$ cat src/rtl/mem_bus_arbiter.sv
// Two-requester round-robin arbiter (CPU + TRNG DMA) onto one memory slave port.
// Optional slave-wait timeout compiled in with `define MEM_BUS_ARBITER_TIMEOUT_EN.
//
//   state | meaning
//   IDLE  | no owner; slave port quiet, arbitrate pending requests
//   GNT0  | m0 (CPU) owns the slave port until s_ready, valid drop or timeout
//   GNT1  | m1 (DMA) owns the slave port until s_ready, valid drop or timeout
module mem_bus_arbiter #(
  parameter int unsigned TIMEOUT_CYCLES = 255,
  parameter logic [31:0] ERR_RDATA      = 32'hDEAD_BEEF
) (
  input  logic        clk,
  input  logic        rst,
  input  logic        m0_valid,
  input  logic [31:0] m0_addr,
  input  logic [31:0] m0_wdata,
  input  logic [3:0]  m0_wstrb,
  output logic [31:0] m0_rdata,
  output logic        m0_ready,
  input  logic        m1_valid,
  input  logic [31:0] m1_addr,
  input  logic [31:0] m1_wdata,
  input  logic [3:0]  m1_wstrb,
  output logic [31:0] m1_rdata,
  output logic        m1_ready,
  output logic        s_valid,
  output logic [31:0] s_addr,
  output logic [31:0] s_wdata,
  output logic [3:0]  s_wstrb,
  input  logic [31:0] s_rdata,
  input  logic        s_ready,
  output logic [1:0]  grant,
  output logic        bus_err,
  output logic [31:0] err_addr
);

  typedef enum logic [1:0] {
    IDLE = 2'd0,
    GNT0 = 2'd1,
    GNT1 = 2'd2
  } state_t;

  state_t state;
  logic   last_owner;
  logic   gnt0;
  logic   gnt1;
  logic   sel_valid;
  logic   timeout;
  logic   done;

  // Outputs are forced quiet while reset is held, even before the first reset edge.
  assign gnt0 = (state == GNT0) && !rst;
  assign gnt1 = (state == GNT1) && !rst;

  always_comb begin
    sel_valid = 1'b0;
    s_addr    = '0;
    s_wdata   = '0;
    s_wstrb   = '0;
    if (gnt0) begin
      sel_valid = m0_valid;
      s_addr    = m0_addr;
      s_wdata   = m0_wdata;
      s_wstrb   = m0_wstrb;
    end else if (gnt1) begin
      sel_valid = m1_valid;
      s_addr    = m1_addr;
      s_wdata   = m1_wdata;
      s_wstrb   = m1_wstrb;
    end
  end

`ifdef MEM_BUS_ARBITER_TIMEOUT_EN
  localparam logic [15:0] WAIT_LAST = 16'(TIMEOUT_CYCLES - 1);

  logic [15:0] wait_cnt;
  logic        bus_err_q;
  logic [31:0] err_addr_q;

  // Fires on the TIMEOUT_CYCLES-th stalled owner cycle; a late s_ready still wins.
  assign timeout = sel_valid && !s_ready && (wait_cnt == WAIT_LAST);

  always_ff @(posedge clk) begin
    if (rst) begin
      wait_cnt   <= '0;
      bus_err_q  <= 1'b0;
      err_addr_q <= '0;
    end else begin
      if (state == IDLE)
        wait_cnt <= '0;
      else if (!s_ready)
        wait_cnt <= wait_cnt + 16'd1;
      if (timeout) begin
        bus_err_q <= 1'b1;
        if (!bus_err_q)
          err_addr_q <= s_addr;
      end
    end
  end

  assign bus_err  = bus_err_q && !rst;
  assign err_addr = rst ? '0 : err_addr_q;
`else
  assign timeout  = 1'b0;
  assign bus_err  = 1'b0;
  assign err_addr = '0;
`endif

  assign done     = sel_valid && (s_ready || timeout);
  assign s_valid  = sel_valid && !timeout;
  assign m0_ready = gnt0 && done;
  assign m1_ready = gnt1 && done;
  assign m0_rdata = m0_ready ? (timeout ? ERR_RDATA : s_rdata) : '0;
  assign m1_rdata = m1_ready ? (timeout ? ERR_RDATA : s_rdata) : '0;
  assign grant    = {gnt1, gnt0};

  always_ff @(posedge clk) begin
    if (rst) begin
      state      <= IDLE;
      last_owner <= 1'b1;
    end else begin
      case (state)
        IDLE: begin
          if (m0_valid && m1_valid)
            state <= last_owner ? GNT0 : GNT1;
          else if (m0_valid)
            state <= GNT0;
          else if (m1_valid)
            state <= GNT1;
        end
        GNT0: begin
          if (!m0_valid) begin
            state <= IDLE;
          end else if (done) begin
            state      <= IDLE;
            last_owner <= 1'b0;
          end
        end
        GNT1: begin
          if (!m1_valid) begin
            state <= IDLE;
          end else if (done) begin
            state      <= IDLE;
            last_owner <= 1'b1;
          end
        end
        default: state <= IDLE;
      endcase
    end
  end

endmodule

$ cat config.mk
export PLATFORM = sky130hd
export DESIGN_NAME = mem_bus_arbiter
export DESIGN_NICKNAME = d
export VERILOG_FILES = /design/src/rtl/mem_bus_arbiter.sv
export SDC_FILE = /design/constraint.sdc
export NUM_CORES = 1
export LEC_CHECK = 0
export ABC_AREA = 1
export CAP_MARGIN = 20
export CORE_AREA = 10 10 126 128
export CTS_CLUSTER_DIAMETER = 150
export DETAILED_ROUTE_END_ITERATION = 8
export DIE_AREA = 0 0 136 138
export PLACE_DENSITY_LB_ADDON = 0.25
export SLEW_MARGIN = 25
export SYNTH_ARGS = -nofsm -noshare
export SYNTH_HDL_FRONTEND = slang
export SYNTH_SLANG_ARGS = --single-unit
export TNS_END_PERCENT = 30
$ cat constraint.sdc
create_clock -name clk -period 2 [get_ports clk]
set_clock_uncertainty 0.2 [all_clocks]
set_input_delay 0.4 -clock clk [delete_from_list [all_inputs] [get_ports clk]]
set_output_delay 0.4 -clock clk [all_outputs]
set_load 0.05 [all_outputs]
==> impl_metrics.xml, run 1 <==
<?xml version="1.0" encoding="UTF-8"?>
<metrics>
  <group name="placed_design">
    <metric name="placed_area" unit="µm²">6510</metric>
    <metric name="placement.setup.worst_slack" unit="ns">-0.576</metric>
    <metric name="dpl.hpwl" unit="µm">13300</metric>
    <metric name="port-buffer-count" unit="">309</metric>
    <metric name="gpl.final_weighted_congestion" unit="">0.842</metric>
    <metric name="dp_cells" unit="">877</metric>
  </group>
  <group name="final_layout">
    <metric name="layoutNonFillerInstCount" unit="">894</metric>
    <metric name="post-route-cell-area" unit="µm²">7140</metric>
    <metric name="post_route_cells_drive_above_1_share" unit="%">40.2</metric>
    <metric name="fin_nets" unit="">888</metric>
    <metric name="areaGrowthSynthToFinish" unit="%">314</metric>
    <metric name="antennaDiodeCount" unit="">0</metric>
  </group>
  <group name="timing">
    <metric name="timing.final.setup_violations" unit="">134</metric>
    <metric name="rsz_0062_raised_after_global_routing" unit="">yes</metric>
    <metric name="final_period_minus_worst_setup_slack" unit="ns">2.23</metric>
    <metric name="hold_violations" unit="">0</metric>
    <metric name="min_setup_slack_post_route" unit="ns">-0.231</metric>
    <metric name="fin_tns_setup" unit="ns">-18.19</metric>
    <metric name="clock.fmax" unit="GHz">0.448</metric>
    <metric name="fin_crit_sh" unit="%">112</metric>
    <metric name="finalMaxSlewViolations" unit="">0</metric>
  </group>
  <group name="global_route">
    <metric name="initial_antenna_violation_count" unit="">0</metric>
    <metric name="congestion_overflow_gr" unit="">0</metric>
    <metric name="globalRouteTotalUtil" unit="%">15.2</metric>
    <metric name="grt_first_pass_wirelength" unit="µm">22800</metric>
    <metric name="first_global_vias" unit="">3672</metric>
    <metric name="grt_max_degree" unit="">41</metric>
  </group>
  <group name="route">
    <metric name="detail_route.vias_per_cell" unit="">3.85</metric>
    <metric name="dr.first_iter.drc_count" unit="">59</metric>
    <metric name="route.antenna.remaining_nets" unit="">0</metric>
    <metric name="wl_per_cell" unit="µm">17.6</metric>
    <metric name="drt-pass1-iter-count" unit="">4</metric>
    <metric name="drc" unit="">0</metric>
    <metric name="num_vias" unit="">3438</metric>
    <metric name="routed_wl" unit="µm">15700</metric>
  </group>
  <group name="synthesis">
    <metric name="most_frequently_used_cell_type_in_the_post_synthesis_netlist" unit="">nand2_1</metric>
    <metric name="synth-seq-cells" unit="">3</metric>
    <metric name="netlist_area" unit="µm²">1720</metric>
    <metric name="synth_top_cells_by_area" unit="">nand2_1 (46%), buf_4 (16%), nor2_1 (15%)</metric>
    <metric name="synth_ff_type" unit="">dfxtp_1</metric>
    <metric name="netlist.top_cell.by_area" unit="">nand2_1</metric>
    <metric name="postSynthCellCount" unit="">395</metric>
    <metric name="synth_largest_type_area_fraction" unit="%">46.4</metric>
    <metric name="synth-warning-count" unit="">0</metric>
    <metric name="synth.distinct_cells" unit="">16</metric>
    <metric name="synth_area_per_cell" unit="µm²">4.36</metric>
    <metric name="synth_edf_count" unit="">0</metric>
    <metric name="post_synth_most_frequent_cells" unit="">nand2_1 (213), nor2_1 (70), inv_1 (40)</metric>
    <metric name="sequential_share_of_the_synthesized_area" unit="%">3.48</metric>
    <metric name="asyncSetResetFlopFracSynth" unit="%">0</metric>
  </group>
  <group name="cts">
    <metric name="h_tree_lvl_count" unit="">1</metric>
    <metric name="cts.reportedPaths.clkPinSlew" unit="ns">0.03</metric>
    <metric name="tritoncts" unit="">done</metric>
    <metric name="tritoncts.num_buffers" unit="">3</metric>
    <metric name="clock-sinks" unit="">3</metric>
    <metric name="cts_buffer_depth" unit="">2</metric>
    <metric name="clk_latency" unit="ns">0.22</metric>
    <metric name="cts_root_buffer" unit="">clkbuf_16</metric>
  </group>
  <group name="pwr">
    <metric name="p_leak" unit="nW">3.15</metric>
    <metric name="pwr_density_cell" unit="nW/µm²">264</metric>
    <metric name="vdd_drop_max" unit="mV">0.276</metric>
  </group>
  <group name="floorplanning">
    <metric name="initial_standard_cell_utilization_of_the_core" unit="%">12.8</metric>
    <metric name="floorplan.die_area" unit="µm²">18800</metric>
    <metric name="ios" unit="">343</metric>
    <metric name="core_area" unit="µm²">13500</metric>
    <metric name="placement_rows" unit="">43</metric>
    <metric name="floorplan.die.width" unit="µm">136</metric>
    <metric name="fp.dieH" unit="µm">138</metric>
  </group>
  <group name="worst_setup_path">
    <metric name="crit_arrival" unit="ns">1.63</metric>
    <metric name="critPathKind" unit="">flop to output port</metric>
    <metric name="critPathCaptureType" unit="">output port</metric>
    <metric name="max_stage_delay" unit="ns">0.36</metric>
    <metric name="start_kind" unit="">flop</metric>
    <metric name="r2r_start" unit="">state[1]</metric>
    <metric name="worst-endpoint-required" unit="ns">1.40</metric>
    <metric name="cpMaxStageDelayCell" unit="">dfxtp_4</metric>
    <metric name="timing.critical_path.fanout_max" unit="">7</metric>
    <metric name="crit_chain" unit="">inv_2 -&gt; nand3_2 -&gt; nand2_2 -&gt; nand4_1 -&gt; buf_6 -&gt; buf_12 -&gt; buf_12 -&gt; nor2_4 -&gt; buf_12</metric>
    <metric name="worst_setup_path_startpoint" unit="">state[1]</metric>
    <metric name="timing.critical_path.mode_cell" unit="">buf_12</metric>
  </group>
  <group name="worst_hold_path">
    <metric name="hold_path.class" unit="">flop to flop</metric>
    <metric name="timing.hold.worst.start" unit="">last_owner</metric>
  </group>
  <group name="outcome">
    <metric name="status" unit="">finished, violations left</metric>
    <metric name="violations" unit="">setup timing</metric>
  </group>
  <group name="job">
    <metric name="drv.max_cap_violation_count" unit="">0</metric>
  </group>
</metrics>
worst paths after layout:
path | slack (ns) | to | depth (start not counted)
min | 0.32 | last_owner | 4
max | -0.23 | m0_rdata[22] | 9
min reg2reg | 0.32 | last_owner | 4
max reg2reg | 0.56 | last_owner | 7
metal layers:
metal,global-route usage [%],vias up,wire (µm)
li1,-,1712,-
met1,14.2,1514,5050
met2,28.7,208,8260
met3,8.66,4,2350
met4,1.51,0,55
met5,0,-,0
registers in the layout, indices dropped and copies added (netlist names):
register	cells
state	2
last_owner	1
placed cells by master, fill, tap and decap left out, drive strengths merged:
master,n
nand2,213
clkdlybuf4s50,168
buf,164
nor2,71
inv,42
conb,33
clkbuf,7
a21oi,4
nand3,3
dfxtp,3
nand4,2
clkdlybuf4s15,2
o211ai,1
dlygate4sd2,1
kinds of logic (layout without fill, tap and decap cells):
kind of cell / count (synthesis) / count (layout) / synth area share [%]
flops: 3 / 3 / 3.48
compound gates: 5 / 5 / 1.60
buf+inv: 97 / 384 / 30.5
simple gates: 289 / 289 / 64.2
other cells: 1 / 33 / 0.217
per-stage QoR:
step                      hold WS (ns)  utilization, %  total power [mW]
final                            0.322            52.9              1.89
after CTS                        0.319            52.0              1.87
after floorplan                  0.269               -             0.730
after detailed placement         0.311            48.2              1.49
after global routing             0.353            52.9              1.97
after global placement           0.297            48.2              1.48
area by class of cell:
| cell class | instances | area (µm²) |
|---|---|---|
| clock buffer | 4 | 78.8 |
| sequential | 3 | 65.1 |
| inverter | 42 | 163 |
| multi-input combinational | 327 | 1730 |
| fill | 1206 | 6360 |
| tap | 180 | 225 |
| timing repair buffer | 338 | 4890 |
power breakdown:
group          switching [mW]  internal (mW)
clock                  0.0521          0.263
sequential            0.00678         0.0659
combinational           0.777          0.720
total                   0.836           1.05
worst max-delay path: cells and delay by family (launching register included):
family	cells	cell delay (ns)
buffers and inverters	5	0.63
DFF	1	0.36
and+or+nand+nor	4	0.42
repair_timing:
action | CTS | global route
cloned | 2 | 3
buffers inserted | 7 | 1
pin swaps | 9 | 5
resized for setup | 112 | 16
hold buffers | 0 | 0
setup endpoints to repair | 137 | 137
No activity file was read; power rests on OpenSTA's default activity.
==> run 2, diff against run 1 <==
==> constraint.sdc (replaced) <==
create_clock -name clk -period 2 [get_ports clk]
set_clock_uncertainty 0.2 [all_clocks]
set_input_delay 0.4 -clock clk [delete_from_list [all_inputs] [get_ports clk]]
set_output_delay 0.4 -clock clk [all_outputs]
set_load 0.005 [all_outputs]
==> run 2 against run 1 <==
Effect of this change: the flow still finishes with violations (setup timing); die area unchanged; hold slack got worse by 0.011 ns; core utilization decreased by 10 points; final cell count increased by 3.4%; count of clock-buffer cells in the layout unchanged; maximum frequency is 0.42% lower.
==> impl_metrics.xml, run 2 (synthesized netlist as in run 1, its figures left out) <==
<?xml version="1.0" encoding="UTF-8"?>
<metrics>
  <group name="global_route">
    <metric name="first_global_vias" unit="">3679</metric>
    <metric name="congestion_overflow_gr" unit="">0</metric>
    <metric name="initial_antenna_violation_count" unit="">0</metric>
    <metric name="grt_max_degree" unit="">19</metric>
    <metric name="globalRouteTotalUtil" unit="%">15.4</metric>
    <metric name="grt_first_pass_wirelength" unit="µm">22900</metric>
  </group>
  <group name="placed_design">
    <metric name="gpl.final_weighted_congestion" unit="">0.852</metric>
    <metric name="placed_area" unit="µm²">4970</metric>
    <metric name="dpl.hpwl" unit="µm">12000</metric>
    <metric name="port-buffer-count" unit="">309</metric>
    <metric name="dp_cells" unit="">875</metric>
  </group>
  <group name="route">
    <metric name="wl_per_cell" unit="µm">18.0</metric>
    <metric name="routed_wl" unit="µm">16600</metric>
    <metric name="route.antenna.remaining_nets" unit="">0</metric>
    <metric name="dr.first_iter.drc_count" unit="">97</metric>
    <metric name="num_vias" unit="">3596</metric>
    <metric name="detail_route.vias_per_cell" unit="">3.89</metric>
    <metric name="drt-pass1-iter-count" unit="">4</metric>
    <metric name="drc" unit="">0</metric>
  </group>
  <group name="cts">
    <metric name="clk_latency" unit="ns">0.23</metric>
    <metric name="cts.reportedPaths.clkPinSlew" unit="ns">0.03</metric>
    <metric name="tritoncts" unit="">done</metric>
    <metric name="h_tree_lvl_count" unit="">1</metric>
    <metric name="cts_buffer_depth" unit="">2</metric>
    <metric name="clock-sinks" unit="">3</metric>
    <metric name="cts_root_buffer" unit="">clkbuf_16</metric>
    <metric name="tritoncts.num_buffers" unit="">3</metric>
  </group>
  <group name="worst_setup_path">
    <metric name="start_kind" unit="">flop</metric>
    <metric name="ff2ff_setup_slack" unit="ns">0.52</metric>
    <metric name="timing.critical_path.mode_cell" unit="">buf_6</metric>
    <metric name="critPathCaptureType" unit="">output port</metric>
    <metric name="worstReg2RegEnd" unit="">last_owner</metric>
    <metric name="worst-endpoint-required" unit="ns">1.40</metric>
    <metric name="crit_chain" unit="">inv_6 -&gt; buf_6 -&gt; nand3_4 -&gt; nand2_4 -&gt; buf_6 -&gt; nand4_4 -&gt; clkbuf_16 -&gt; buf_6 -&gt; nor2_1 -&gt; buf_2</metric>
    <metric name="r2r_start" unit="">state[0]</metric>
    <metric name="timing.reg2reg.worst_path_depth" unit="">9</metric>
    <metric name="max_stage_delay" unit="ns">0.35</metric>
    <metric name="critPathTopFamily" unit="">buffers and inverters</metric>
    <metric name="cpMaxStageDelayCell" unit="">dfxtp_4</metric>
    <metric name="critPathKind" unit="">flop to output port</metric>
    <metric name="worstPathBufferInverterCount" unit="">6</metric>
    <metric name="crit_arrival" unit="ns">1.64</metric>
    <metric name="timing.critical_path.fanout_max" unit="">3</metric>
  </group>
  <group name="pwr">
    <metric name="vdd_drop_max" unit="mV">0.256</metric>
    <metric name="p_leak" unit="nW">3.08</metric>
    <metric name="pwr_density_cell" unit="nW/µm²">224</metric>
  </group>
  <group name="outcome">
    <metric name="violations" unit="">setup timing</metric>
    <metric name="status" unit="">finished, violations left</metric>
  </group>
  <group name="job">
    <metric name="drv.max_cap_violation_count" unit="">0</metric>
  </group>
  <group name="final_layout">
    <metric name="register_with_the_most_flip_flops" unit="">state</metric>
    <metric name="regs_by_ff_count" unit="">state: 2 flops, last_owner: 1 flops</metric>
    <metric name="layout.cells.most_common_list" unit="">nand2_1 (188), clkdlybuf4s50_1 (168), buf_2 (108)</metric>
    <metric name="leading_cell_type_in_the_layout_fill_and_taps_excluded" unit="">nand2_1</metric>
    <metric name="areaGrowthSynthToFinish" unit="%">233</metric>
    <metric name="post_route_cells_drive_above_1_share" unit="%">39.4</metric>
    <metric name="layoutNonFillerInstCount" unit="">924</metric>
    <metric name="n_fill_cell" unit="">1393</metric>
    <metric name="fin_nets" unit="">918</metric>
    <metric name="post-route-cell-area" unit="µm²">5740</metric>
    <metric name="antennaDiodeCount" unit="">0</metric>
    <metric name="largest_register_ff_count" unit="">2</metric>
  </group>
  <group name="floorplanning">
    <metric name="fp.dieH" unit="µm">138</metric>
    <metric name="floorplan.die.width" unit="µm">136</metric>
    <metric name="initial_standard_cell_utilization_of_the_core" unit="%">12.8</metric>
    <metric name="placement_rows" unit="">43</metric>
    <metric name="floorplan.die_area" unit="µm²">18800</metric>
    <metric name="core_area" unit="µm²">13500</metric>
    <metric name="ios" unit="">343</metric>
  </group>
  <group name="timing">
    <metric name="fin_tns_setup" unit="ns">-14.90</metric>
    <metric name="fin_crit_sh" unit="%">112</metric>
    <metric name="clock.fmax" unit="GHz">0.446</metric>
    <metric name="finalMaxSlewViolations" unit="">0</metric>
    <metric name="rsz_0062_raised_after_global_routing" unit="">yes</metric>
    <metric name="hold_violations" unit="">0</metric>
    <metric name="final_period_minus_worst_setup_slack" unit="ns">2.24</metric>
    <metric name="min_setup_slack_post_route" unit="ns">-0.241</metric>
    <metric name="timing.final.setup_violations" unit="">127</metric>
  </group>
  <group name="worst_hold_path">
    <metric name="holdPathEnd" unit="">last_owner</metric>
    <metric name="timing.hold.worst.start" unit="">last_owner</metric>
    <metric name="worst_hold_path.num_cells" unit="">4</metric>
    <metric name="hold_path.class" unit="">flop to flop</metric>
  </group>
</metrics>
[run 2: cell count changes in the layout (fill, tap and decap cells not counted), moves of 4 or more]
cell | before | now
clkdlybuf4s15_2 | 1 | 5
buf_2 | 0 | 108
buf_6 | 3 | 39
buf_16 | 3 | 9
nand2_2 | 39 | 22
buf_12 | 144 | 13
nor2_1 | 5 | 11
nor2_2 | 27 | 23
nand2_1 | 174 | 188
[run 2: what timing repair did]
action | in CTS | in global routing
endpoints found under the setup margin | 137 | 136
setup buffers | 30 | 4
cloned | 12 | 2
pin swaps | 8 | 34
hold buffers | 0 | 0
gates resized for setup | 593 | 155
[run 2: report_power, final]
part           total (mW)  switching [mW]  leakage (nW)  internal, mW
sequential         0.0745         0.00899        0.0260        0.0655
combinational       0.889           0.348          3.01         0.541
clock               0.320          0.0567        0.0382         0.263
[run 2: tightest hold or removal path, delay by kind of cell, from the launching register on]
kind          cells  cell delay, ns
buf+inv           1            0.04
flops             1            0.29
simple gates      3            0.14
[run 2: per-layer routing]
layer / part of all wire [%] / wire [µm] / global-route usage (%)
met3: 11 / 1900 / 6.52
met5: 0 / 0 / 0
met1: 37 / 6100 / 16.1
met2: 51 / 8540 / 28.1
met4: 0.50 / 83 / 2.58
[run 2: cell type report]
cell class / count / area [µm²] / area share [%]
repair buffers: 368 / 3510 / 61.1
multi-input cells: 327 / 1700 / 29.6
clock buffers: 4 / 78.8 / 1.37
well taps: 180 / 225 / 3.92
flip-flops and latches: 3 / 67.6 / 1.18
inverters: 42 / 165 / 2.88
[run 2: how the worst max path moves through the flow]
stage	startpoint	to	slack [ns]	cells after the start
2_1_floorplan	m1_valid	m0_rdata[22]	0.31	5
3_3_place_gp	m0_valid	m0_rdata[4]	-0.74	7
3_5_place_dp	m1_valid	m0_rdata[31]	-0.79	7
4_1_cts	state[0]	m1_rdata[16]	-0.27	9
5_1_grt	state[0]	m1_rdata[16]	-0.31	10
6_report	state[0]	m1_rdata[16]	-0.24	10
[run 2: stage by stage]
| stage | hold slack, ns | utilization, % | setup WS [ns] | power [mW] |
|---|---|---|---|---|
| 6_report | 0.311 | 42.5 | -0.241 | 1.28 |
| 5_1_grt | 0.336 | 42.5 | -0.307 | 1.36 |
| 4_1_cts | 0.311 | 39.8 | -0.271 | 1.25 |
| 3_5_place_dp | 0.304 | 36.8 | -0.794 | 0.829 |
| 3_3_place_gp | 0.302 | 36.8 | -0.741 | 0.827 |
| 2_1_floorplan | 0.269 | - | 0.314 | 0.296 |
